==> src/rtl/i2c_bus_monitor_if.sv <==
// Pad inputs and per-byte/bus-status outputs of the passive I2C monitor.
// The slave side is the monitor; the master side is whatever drives the pads and consumes the records.
interface i2c_bus_monitor_if;
  logic       scl_pad_i;
  logic       sda_pad_i;
  logic       start_o;
  logic       rstart_o;
  logic       stop_o;
  logic       bus_busy_o;
  logic       byte_valid_o;
  logic [7:0] byte_data_o;
  logic       byte_ack_o;
  logic       byte_is_addr_o;
  logic       err_o;

  modport master (
    output scl_pad_i, sda_pad_i,
    input  start_o, rstart_o, stop_o, bus_busy_o, byte_valid_o,
    input  byte_data_o, byte_ack_o, byte_is_addr_o, err_o
  );

  modport slave (
    input  scl_pad_i, sda_pad_i,
    output start_o, rstart_o, stop_o, bus_busy_o, byte_valid_o,
    output byte_data_o, byte_ack_o, byte_is_addr_o, err_o
  );
endinterface

==> src/rtl/i2c_bus_monitor.sv <==
// Passive I2C observer: synchronises and deglitches SCL/SDA, decodes START/Sr/STOP
// and reassembles each byte plus its ACK bit. Never drives the bus.
module i2c_bus_monitor #(
  parameter int FILTER_LEN = 3
) (
  input logic               wb_clk_i,
  input logic               wb_rst_i,
  i2c_bus_monitor_if.slave  bus
);

  typedef enum logic [1:0] {IDLE, DATA, ACK} state_t;

  localparam logic [3:0] FILTER_LIMIT = 4'(FILTER_LEN - 1);

  // Index 0 is SCL, index 1 is SDA.
  logic [1:0] sync1;
  logic [1:0] sync2;
  logic [1:0] filt;
  logic [1:0] dly;
  logic [3:0] fcnt [2];

  always_ff @(posedge wb_clk_i or posedge wb_rst_i) begin
    if (wb_rst_i) begin
      sync1   <= 2'b11;
      sync2   <= 2'b11;
      filt    <= 2'b11;
      dly     <= 2'b11;
      fcnt[0] <= 4'd0;
      fcnt[1] <= 4'd0;
    end else begin
      sync1 <= {bus.sda_pad_i, bus.scl_pad_i};
      sync2 <= sync1;
      dly   <= filt;
      for (int i = 0; i < 2; i++) begin
        if (sync2[i] == filt[i]) begin
          fcnt[i] <= 4'd0;
        end else if (fcnt[i] == FILTER_LIMIT) begin
          filt[i] <= sync2[i];
          fcnt[i] <= 4'd0;
        end else begin
          fcnt[i] <= fcnt[i] + 4'd1;
        end
      end
    end
  end

  logic scl_f, sda_f, scl_d, sda_d;
  logic start_det, stop_det, scl_rise;

  assign scl_f = filt[0];
  assign sda_f = filt[1];
  assign scl_d = dly[0];
  assign sda_d = dly[1];

  // Requiring SCL high on both the current and delayed sample rejects SDA
  // edges that coincide with an SCL edge.
  assign start_det = scl_f & scl_d & sda_d & ~sda_f;
  assign stop_det  = scl_f & scl_d & ~sda_d & sda_f;
  assign scl_rise  = ~scl_d & scl_f;

  state_t     state;
  logic [2:0] bit_cnt;
  logic [7:0] shift;
  logic       addr_flag;
  logic       partial;

  logic       start_q, rstart_q, stop_q, busy_q, valid_q, ack_q, is_addr_q, err_q;
  logic [7:0] data_q;

  assign partial = (bit_cnt != 3'd0) || (state == ACK);

  always_ff @(posedge wb_clk_i or posedge wb_rst_i) begin
    if (wb_rst_i) begin
      state     <= IDLE;
      bit_cnt   <= 3'd0;
      shift     <= 8'd0;
      addr_flag <= 1'b0;
      start_q   <= 1'b0;
      rstart_q  <= 1'b0;
      stop_q    <= 1'b0;
      busy_q    <= 1'b0;
      valid_q   <= 1'b0;
      data_q    <= 8'd0;
      ack_q     <= 1'b0;
      is_addr_q <= 1'b0;
      err_q     <= 1'b0;
    end else begin
      start_q  <= 1'b0;
      rstart_q <= 1'b0;
      stop_q   <= 1'b0;
      valid_q  <= 1'b0;
      err_q    <= 1'b0;
      if (start_det) begin
        if (state == IDLE) begin
          start_q <= 1'b1;
          busy_q  <= 1'b1;
        end else begin
          rstart_q <= 1'b1;
          err_q    <= partial;
        end
        state     <= DATA;
        bit_cnt   <= 3'd0;
        addr_flag <= 1'b1;
      end else if (stop_det) begin
        stop_q  <= 1'b1;
        err_q   <= (state != IDLE) && partial;
        busy_q  <= 1'b0;
        state   <= IDLE;
        bit_cnt <= 3'd0;
      end else if (scl_rise) begin
        case (state)
          DATA: begin
            shift   <= {shift[6:0], sda_f};
            bit_cnt <= bit_cnt + 3'd1;
            if (bit_cnt == 3'd7) state <= ACK;
          end
          ACK: begin
            valid_q   <= 1'b1;
            data_q    <= shift;
            ack_q     <= ~sda_f;
            is_addr_q <= addr_flag;
            addr_flag <= 1'b0;
            bit_cnt   <= 3'd0;
            state     <= DATA;
          end
          default: ;
        endcase
      end
    end
  end

  assign bus.start_o        = start_q;
  assign bus.rstart_o       = rstart_q;
  assign bus.stop_o         = stop_q;
  assign bus.bus_busy_o     = busy_q;
  assign bus.byte_valid_o   = valid_q;
  assign bus.byte_data_o    = data_q;
  assign bus.byte_ack_o     = ack_q;
  assign bus.byte_is_addr_o = is_addr_q;
  assign bus.err_o          = err_q;

endmodule

==> src/flat_wrapper.sv <==
// flat-port wrapper written by rule: the top's interface ports become plain ports
module i2c_bus_monitor_flat 
#(
  parameter int FILTER_LEN = 3
)
  (wb_clk_i, wb_rst_i, bus_scl_pad_i, bus_sda_pad_i, bus_start_o, bus_rstart_o, bus_stop_o, bus_bus_busy_o, bus_byte_valid_o, bus_byte_data_o, bus_byte_ack_o, bus_byte_is_addr_o, bus_err_o);
  i2c_bus_monitor_if bus_i ();
  input logic wb_clk_i;
  input logic wb_rst_i;
  input wire logic [$bits(bus_i.scl_pad_i)-1:0] bus_scl_pad_i;
  input wire logic [$bits(bus_i.sda_pad_i)-1:0] bus_sda_pad_i;
  output wire logic [$bits(bus_i.start_o)-1:0] bus_start_o;
  output wire logic [$bits(bus_i.rstart_o)-1:0] bus_rstart_o;
  output wire logic [$bits(bus_i.stop_o)-1:0] bus_stop_o;
  output wire logic [$bits(bus_i.bus_busy_o)-1:0] bus_bus_busy_o;
  output wire logic [$bits(bus_i.byte_valid_o)-1:0] bus_byte_valid_o;
  output wire logic [$bits(bus_i.byte_data_o)-1:0] bus_byte_data_o;
  output wire logic [$bits(bus_i.byte_ack_o)-1:0] bus_byte_ack_o;
  output wire logic [$bits(bus_i.byte_is_addr_o)-1:0] bus_byte_is_addr_o;
  output wire logic [$bits(bus_i.err_o)-1:0] bus_err_o;
  assign bus_i.scl_pad_i = bus_scl_pad_i;
  assign bus_i.sda_pad_i = bus_sda_pad_i;
  assign bus_start_o = bus_i.start_o;
  assign bus_rstart_o = bus_i.rstart_o;
  assign bus_stop_o = bus_i.stop_o;
  assign bus_bus_busy_o = bus_i.bus_busy_o;
  assign bus_byte_valid_o = bus_i.byte_valid_o;
  assign bus_byte_data_o = bus_i.byte_data_o;
  assign bus_byte_ack_o = bus_i.byte_ack_o;
  assign bus_byte_is_addr_o = bus_i.byte_is_addr_o;
  assign bus_err_o = bus_i.err_o;
  i2c_bus_monitor #(.FILTER_LEN(FILTER_LEN)) u_core (.wb_clk_i(wb_clk_i), .wb_rst_i(wb_rst_i), .bus(bus_i));
endmodule
==> config.mk <==
export PLATFORM = sky130hd
export DESIGN_NAME = i2c_bus_monitor_flat
export DESIGN_NICKNAME = d
export VERILOG_FILES = /design/src/rtl/i2c_bus_monitor_if.sv /design/src/rtl/i2c_bus_monitor.sv /design/src/flat_wrapper.sv
export SDC_FILE = /design/constraint.sdc
export NUM_CORES = 1
export LEC_CHECK = 0
export BUFFER_PORTS_ARGS = -buffer_cell sky130_fd_sc_hd__clkbuf_2
export CORE_MARGIN = 8
export CORE_UTILIZATION = 50
export DETAILED_ROUTE_END_ITERATION = 7
export PLACE_DENSITY = 0.78
export SKIP_LAST_GASP = 1
export SYNTH_ARGS = -nofsm -noshare
export SYNTH_HDL_FRONTEND = slang
export SYNTH_SLANG_ARGS = --single-unit
==> constraint.sdc <==
create_clock -name wb_clk_i -period 2.1 [get_ports wb_clk_i]
set_input_delay 0.315 -clock wb_clk_i [delete_from_list [all_inputs] [get_ports wb_clk_i]]
set_output_delay 0.315 -clock wb_clk_i [all_outputs]
set_load 0.005 [all_outputs]
---- Yosys cells after proc, flatten, opt, wreduce, memory -nomap -nowiden ----
Cells that the tools add are included.
word-level totals
  bits of input ports ..................... 4
  word-level logic and storage cells ...... 97
  output and inout port bits .............. 16
  register bits after elaboration ......... 46
operators by class
  multiplexer cells ....................... 33
  reductions and logical operators ........ 18
  equality and inequality tests ........... 10
  bitwise logic cells ..................... 13
  $add $sub $neg .......................... 3
operator list
  kind                 number
  $mux 1               20
  $mux 4               4
  $mux 3               3
  $add 4x1->4 const B  2
  $eq 4x2->1 const B   2
  $mux 2               4
  $reduce_and 2->1     4
  $reduce_and 4->1     2
  $reduce_bool 2->1    4
  $not 1->1            7
  $and 1x1->1          6
  $pmux 3 s2           1
  $reduce_and 3->1     2
  $reduce_bool 3->1    2
  $ne 4x1->1 const B   1
  $pmux 2 s2           1
  $reduce_bool 4->1    1
  $add 3x1->3 const B  1
  $eq 3x3->1 const B   1
  $eq 1x1->1           2
  $eq 2x1->1 const B   1
  $eq 2x2->1 const B   1
  $logic_not 2->1      1
  $ne 2x1->1 const B   1
  other kinds (3)      3

---- Logic depth before layout (Yosys ltp) ----
Gate-level depths: netlist of run 1.
  depth after elaboration ................. 6
  depth in mapped cells ................... 6
  depth with buffers taken out ............ 5

---- Worst setup path before layout of run 1 ----
Ideal clock, no wire load.
  kind .................................... reg2reg
  start ................................... register u_core.state[0]
  end ..................................... register u_core.data_q[0], in the netlist u_core.bus.byte_data_o[0]
  path slack .............................. 0.627 ns
  stages on the path, launching flop included .. 6
  library setup time ...................... 0.125 ns
  period minus slack after synthesis ...... 1.473 ns
  required time ........................... 1.975 ns
  arrival time ............................ 1.348 ns
  path buffers ............................ 1
  cell sequence ........................... dfrtp_1 inv_1 ha_1 nand3b_4 buf_6 mux2_4
on the way
  longest elaborated chain between the ends .. 2
ends and longest elaborated chain
  element                     line                    source
  start: declaration          i2c_bus_monitor.sv:61   state_t state;
  start signal: assignment    i2c_bus_monitor.sv:74   state <= IDLE;
  start signal: assignment    i2c_bus_monitor.sv:101  state <= DATA;
  start signal: assignment    i2c_bus_monitor.sv:108  state <= IDLE;
  $eq 2x2->1                  i2c_bus_monitor.sv:111  case (state)
  $reduce_and 4->1 (no line)  --
  end signal: assignment      i2c_bus_monitor.sv:119  data_q <= shift;
  end: declaration            i2c_bus_monitor.sv:68   logic [7:0] data_q;
Every way passes these cells.
A chain may end at the register's enable or synchronous reset.

---- Worst setup path after layout of run 1 ----
  start ................................... register u_core.state[0]
  end ..................................... register u_core.is_addr_q, in the netlist u_core.bus.byte_is_addr_o
on the way
  longest elaborated chain between the ends .. 2
ends and longest elaborated chain
  element                     line                    source
  $eq 2x2->1                  i2c_bus_monitor.sv:111
  $reduce_and 4->1 (no line)  --
  end signal: assignment      i2c_bus_monitor.sv:121  is_addr_q <= addr_flag;
  end: declaration            i2c_bus_monitor.sv:67   logic start_q, rstart_q, stop_q, busy_q, valid_q, ack_q, is_addr_q, err_q;
Every way passes these cells.

==> results of run 1 <==
per-layer routing:
metal,vias up,part of all wire (%)
li1,529,-
met1,572,44
met2,24,50
met3,4,5.5
met4,0,1.1
met5,-,0
worst paths after layout:
check	start	end	slack (ns)	cells past startpoint
worst max register to register	u_core.state[0]$_DFFE_PP0P_	u_core.bus.byte_is_addr_o$_DFFE_PP0P_	0.45	4
worst max-delay path	u_core.state[0]$_DFFE_PP0P_	u_core.bus.byte_is_addr_o$_DFFE_PP0P_	0.45	4
worst min register to register	u_core.sync1[0]$_DFF_PP1_	u_core.sync2[0]$_DFF_PP1_	0.36	0
max in group asynchronous	wb_rst_i	u_core.sync2[1]$_DFF_PP1_	1.58	3
worst min-delay path	bus_scl_pad_i	u_core.sync1[0]$_DFF_PP1_	0.10	1
min in group asynchronous	wb_rst_i	u_core.bus.byte_data_o[0]$_DFFE_PP0P_	0.14	3
stage by stage:
stage          utilization, %  area [sq um]
6_report                 57.8          2260
5_1_grt                  57.8          2260
4_1_cts                  57.8          2260
3_5_place_dp             54.2          2120
3_3_place_gp             54.2          2120
2_1_floorplan               -          1980
registers in the layout, indices dropped and copies added, names as in the netlist:
signal / count
u_core.bus.byte_data_o: 8
u_core.sync2: 2
u_core.bus.byte_ack_o: 1
u_core.bus.byte_is_addr_o: 1
u_core.fcnt: 8
u_core.bus.start_o: 1
u_core.bit_cnt: 3
u_core.bus.stop_o: 1
u_core.bus.bus_busy_o: 1
u_core.shift: 8
u_core.bus.byte_valid_o: 1
u_core.state: 2
u_core.sync1: 2
u_core.dly: 2
u_core.addr_flag: 1
u_core.filt: 2
u_core.bus.rstart_o: 1
u_core.bus.err_o: 1
cells by family (layout without fill, tap and decap cells):
| family | Yosys count | count (layout) |
|---|---|---|
| AND/OR/NAND/NOR | 39 | 39 |
| AO/OA/AOI/OAI | 12 | 12 |
| multiplexers | 19 | 19 |
| adder cells (fa/ha/maj) | 10 | 10 |
| flip-flops | 46 | 46 |
| XOR/XNOR | 7 | 7 |
| buffers and inverters | 11 | 36 |
critical path: stages, from the launching register on:
cell,delay (ns)
dfrtp_1,0.43
inv_1,0.16
ha_1,0.34
nand3b_4,0.25
mux2_4,0.36
area by class of cell:
class	count	area [sq um]	area share (%)
Inverter	8	30.0	1.33
Timing Repair Buffer	20	103	4.54
Multi-Input combinational cell	87	763	33.7
Clock inverter	2	60.1	2.65
Tap cell	50	62.6	2.77
Sequential cell	46	1160	51.3
Clock buffer	6	82.6	3.65
Yosys cell counts (all sizes together):
library cell	n
nand3b	6
dfrtp	38
nand2	9
inv	8
o21ai	1
and3b	2
and3	2
a211oi	1
a21oi	6
o311ai	1
clkbuf	1
a21o	2
xnor2	4
nand3	4
xor2	3
or3	1
ha	10
nand2b	1
and2	1
nor2	13
dfstp	8
mux2	19
o211a	1
buf	2
where the power goes:
| group | switching (uW) | internal (uW) |
|---|---|---|
| Combinational | 426 | 479 |
| Sequential | 235 | 1170 |
| Clock | 279 | 507 |
==> results.cfg, run 1 <==
[status]
status = completed

[synth]
synth_area_per_cell_sq_um = 13.8
synth_xor_xnor_area_share_pct = 3.09
ys_seq_area_share_pct = 58.6
ys_seq_elements = 46
synth_top_family_by_area = simple AND/OR/NAND/NOR gates
synth.net_count = 158
synth.distinct_cells = 29
synth_compound_area_share_pct = 4.99
netlist.area_leader.share_pct = 48.0
synth_top_area_cell = dfrtp_1
synth_area_leaders = dfrtp_1 48%, dfstp_2 11%, mux2_2 7.4%, ha_1 6.3%, mux2_4 4.5%
syn_inst = 144
synth_fa_ha_area_share_pct = 6.31
synthesis.area_sq_um = 1980
ys_warn_count = 0
synth-simple-area-share_pct = 12.2
muxShareOfSynthArea_pct = 11.9

[routing]
routed_via_density = 5.16
drt_wl_total_um = 3100
ant_nets = 0
post_drt_wl_per_cell_um = 14.2
drc_errors = 0
num_vias = 1129
dr.pass1.iters = 4
first_iter_violations = 38

[critical_path]
start_kind = register
worst_ep_arrival_time_ns = 1.83
endpoint_kind = register
worstPathRequired_ns = 2.28
worst-path-max-fanout = 13
path_class = reg2reg

[die]
io_pins = 20
die_area_sq_um = 6230
die_w_um = 79.0
initial_core_util_pct = 50.6
coreArea_sq_um = 3910
rows = 23
die_h_um = 79.0

[global_routing]
grt_pass1_wl_um = 5350
grt_pass1_vias = 1147
busiest_layer = met2
grt_max_degree = 47
overflow = 0
antenna_found_initial = 0
use_met1_pct = 12.2
met3_usage_pct = 3.95
grtUsageMet2_pct = 18.1
grtUsageTotal_pct = 10.8

[timing]
tightest_slew_ns = 0.549
timing.fmax_mhz = 607
skew_ns = 0.0118
worst_slack_ns = 0.453
relSlewSlack_pct = 63.4
rsz0062_at_grt = false
slew_violations = 0
finalSetupViolations = 0
hold_violations = 0
hold_ws_ns = 0.102
fin_crit_sh_pct = 78.4
finalCriticalPeriod_ns = 1.65
setup-tns-final_ns = 0

[finish]
nFillCells = 343
layout_commonest_cell = dfrtp_1
diodes = 0
nets = 182
fin_cells = 219
final_cell_mix = 38 x dfrtp_1, 19 x clkbuf_2, 13 x mux2_2, 13 x nor2_1, 10 x ha_1
area.growth.synth_to_final_pct = 14.1
drive_gt1_share_pct = 38.5

[clock_tree]
root_buffer = clkbuf_8
cts_made_buffers = 5
cts_tree = yes
ctsHtreeMaxLevel = 2
clk_pin_slew_ns = 0.08
cts_resized = 0
clock_latency_ns = 0.30
cts_setup_buffers = 0
cts_buffer_depth = 2
cts_hold_buffers = 0
clock-sinks = 46

[placed_design]
dp_cells = 211
routabilityCongestion = 0.819
io_buffer_count = 19
dp_hpwl_um = 2260
dp_slack_ns = 0.483

[job]
cap_violations = 0

[power]
peakVddDrop_v = 0.000800
power_uw = 3090
leakage_uw = 0.00118
power_density_nw_per_um2 = 1370

[hold_path]
min_path_type = in2reg
No activity file was read; power rests on OpenSTA's default activity.
==> run 2: changes to the inputs <==
--- a/config.mk
+++ b/config.mk
@@ -9,7 +9,7 @@
 export CORE_MARGIN = 8
 export CORE_UTILIZATION = 50
 export DETAILED_ROUTE_END_ITERATION = 7
-export PLACE_DENSITY = 0.78
+export PLACE_DENSITY = 0.81
 export SKIP_LAST_GASP = 1
 export SYNTH_ARGS = -nofsm -noshare
 export SYNTH_HDL_FRONTEND = slang
==> constraint.sdc (replaced) <==
create_clock -name wb_clk_i -period 1.45 [get_ports wb_clk_i]
set_input_delay 0.2175 -clock wb_clk_i [delete_from_list [all_inputs] [get_ports wb_clk_i]]
set_output_delay 0.2175 -clock wb_clk_i [all_outputs]
set_load 0.005 [all_outputs]
==> results.cfg, run 2 (synthesis results as in run 1) <==
[status]
status = complete, but fails checks
violations = negative setup slack

[die]
io_pins = 20
die_area_sq_um = 6230
initial_core_util_pct = 50.6
rows = 23
die_w_um = 79.0
die_h_um = 79.0
coreArea_sq_um = 3910

[timing]
tightest_slew_ns = 0.291
hold_ws_ns = 0.358
rsz0062_at_grt = true
slew_violations = 0
timing.fmax_mhz = 689
hold_violations = 0
setup-tns-final_ns = -0.00225
relSlewSlack_pct = 80.5
finalCriticalPeriod_ns = 1.45
fin_crit_sh_pct = 100
skew_ns = 0.00511
finalSetupViolations = 1
worst_slack_ns = -0.00225

[global_routing]
antenna_found_initial = 0
grt_pass1_wl_um = 5730
grt_pass1_vias = 1214
grt_max_degree = 47
grtUsageTotal_pct = 11.8
overflow = 0

[clock_tree]
cts_buffer_depth = 2
cts_tree = yes
clock_latency_ns = 0.30
clock-sinks = 46
ctsHtreeMaxLevel = 2
root_buffer = clkbuf_8
cts_made_buffers = 5
clk_pin_slew_ns = 0.08

[placed_design]
dpl_cell_area_sq_um = 2180
io_buffer_count = 19
routabilityCongestion = 0.822
dp_hpwl_um = 2380
dp_slack_ns = -0.0287

[critical_path]
cpPeakStageDelay_ns = 0.41
start_kind = register
worstPathRequired_ns = 1.65
worst_path_max_delay_cell = dfrtp_1
cp_top_family = flip-flops
startpoint = u_core.bit_cnt[1]$_DFFE_PP0P_
path_cells = ha_2 -> ha_2 -> nand2b_4 -> and2_4 -> o311ai_4
worst_ep_arrival_time_ns = 1.65
reg2regPathDepth = 5
cp.depth = 5
r2r_start = u_core.bit_cnt[1]$_DFFE_PP0P_
timing.critical_path.buf_inv = 0
cpMostUsedCell = ha_2
path_class = reg2reg
worst-path-max-fanout = 3
endpoint_kind = register

[finish]
drive_gt1_share_pct = 45.6
final_cell_mix = 38 x dfrtp_1, 19 x clkbuf_2, 13 x mux2_2, 13 x nor2_1, 9 x nand2_1
nets = 193
layout_commonest_cell = dfrtp_1
area.growth.synth_to_final_pct = 21.8
diodes = 0
nFillCells = 309
final_cell_area_sq_um = 2410

[routing]
drt_wl_total_um = 3420
num_vias = 1147
ant_nets = 0
drc_errors = 0
post_drt_wl_per_cell_um = 14.9
dr.pass1.iters = 4
routed_via_density = 4.99
first_iter_violations = 45

[power]
power_density_nw_per_um2 = 2000
power_uw = 4820
peakVddDrop_v = 0.000839
leakage_uw = 0.00125

[hold_path]
min_path_type = reg2reg
hold_path_startpoint = u_core.sync1[0]$_DFF_PP1_
worst_hold_path.num_cells = 0

[job]
cap_violations = 0
run 2: area by class of cell:
type	count	area [sq um]	area share, %
inverter	8	30.0	1.24
sequential	46	1160	48.1
tap	50	62.6	2.59
clock buffer	6	82.6	3.42
clock inverter	2	60.1	2.49
timing repair buffer	31	205	8.50
multi-input combinational	87	813	33.7
run 2: per-stage QoR:
| stage | instances | util, % |
|---|---|---|
| after CTS | 228 | 60.9 |
| after global routing | 230 | 61.7 |
| after detailed placement | 217 | 55.7 |
| after global placement | 217 | 55.7 |
| after floorplan | 144 | - |
| final | 230 | 61.7 |
run 2: per-layer routing:
| layer | global-route usage (%) | part of all wire (%) |
|---|---|---|
| met3 | 3.50 | 4.4 |
| met4 | 7.41 | 2.3 |
| met2 | 20.3 | 53 |
| met1 | 12.2 | 40 |
| met5 | 0 | 0 |
run 2: path summary, 6_finish.rpt:
check                                                             end  slack (ns)
worst min register to register              u_core.sync2[0]$_DFF_PP1_        0.36
min in group asynchronous       u_core.bus.byte_data_o[1]$_DFFE_PP0P_        0.51
max in group asynchronous                  u_core.filt[0]$_DFFE_PP1P_        0.67
worst max register to register            u_core.state[0]$_DFFE_PP0P_      -0.002
worst min-delay path                        u_core.sync2[0]$_DFF_PP1_        0.36
worst max-delay path                      u_core.state[0]$_DFFE_PP0P_      -0.002
run 2: worst reg2reg max path, stage by stage (launching register included):
cell and delay (ns):
dfrtp_1 0.41, ha_2 0.20, ha_2 0.18, nand2b_4 0.14
and2_4 0.17, o311ai_4 0.25
run 2: what timing repair did:
| item | 4_1_cts | 5_1_grt |
|---|---|---|
| buffers inserted | 0 | 2 |
| hold endpoints to repair | 40 | 0 |
| hold buffers | 3 | 0 |
| resized for setup | 4 | 6 |
| pin swaps | 0 | 1 |
| endpoints found under the setup margin | 11 | 13 |
run 2: report_power, final:
group	internal (uW)	total [uW]	switching, uW	leakage (uW)
Sequential	1690	2020	333	0.000595
Clock	734	1140	405	0.0000714
Combinational	908	1660	751	0.000579
Total	3330	4820	1490	0.00125
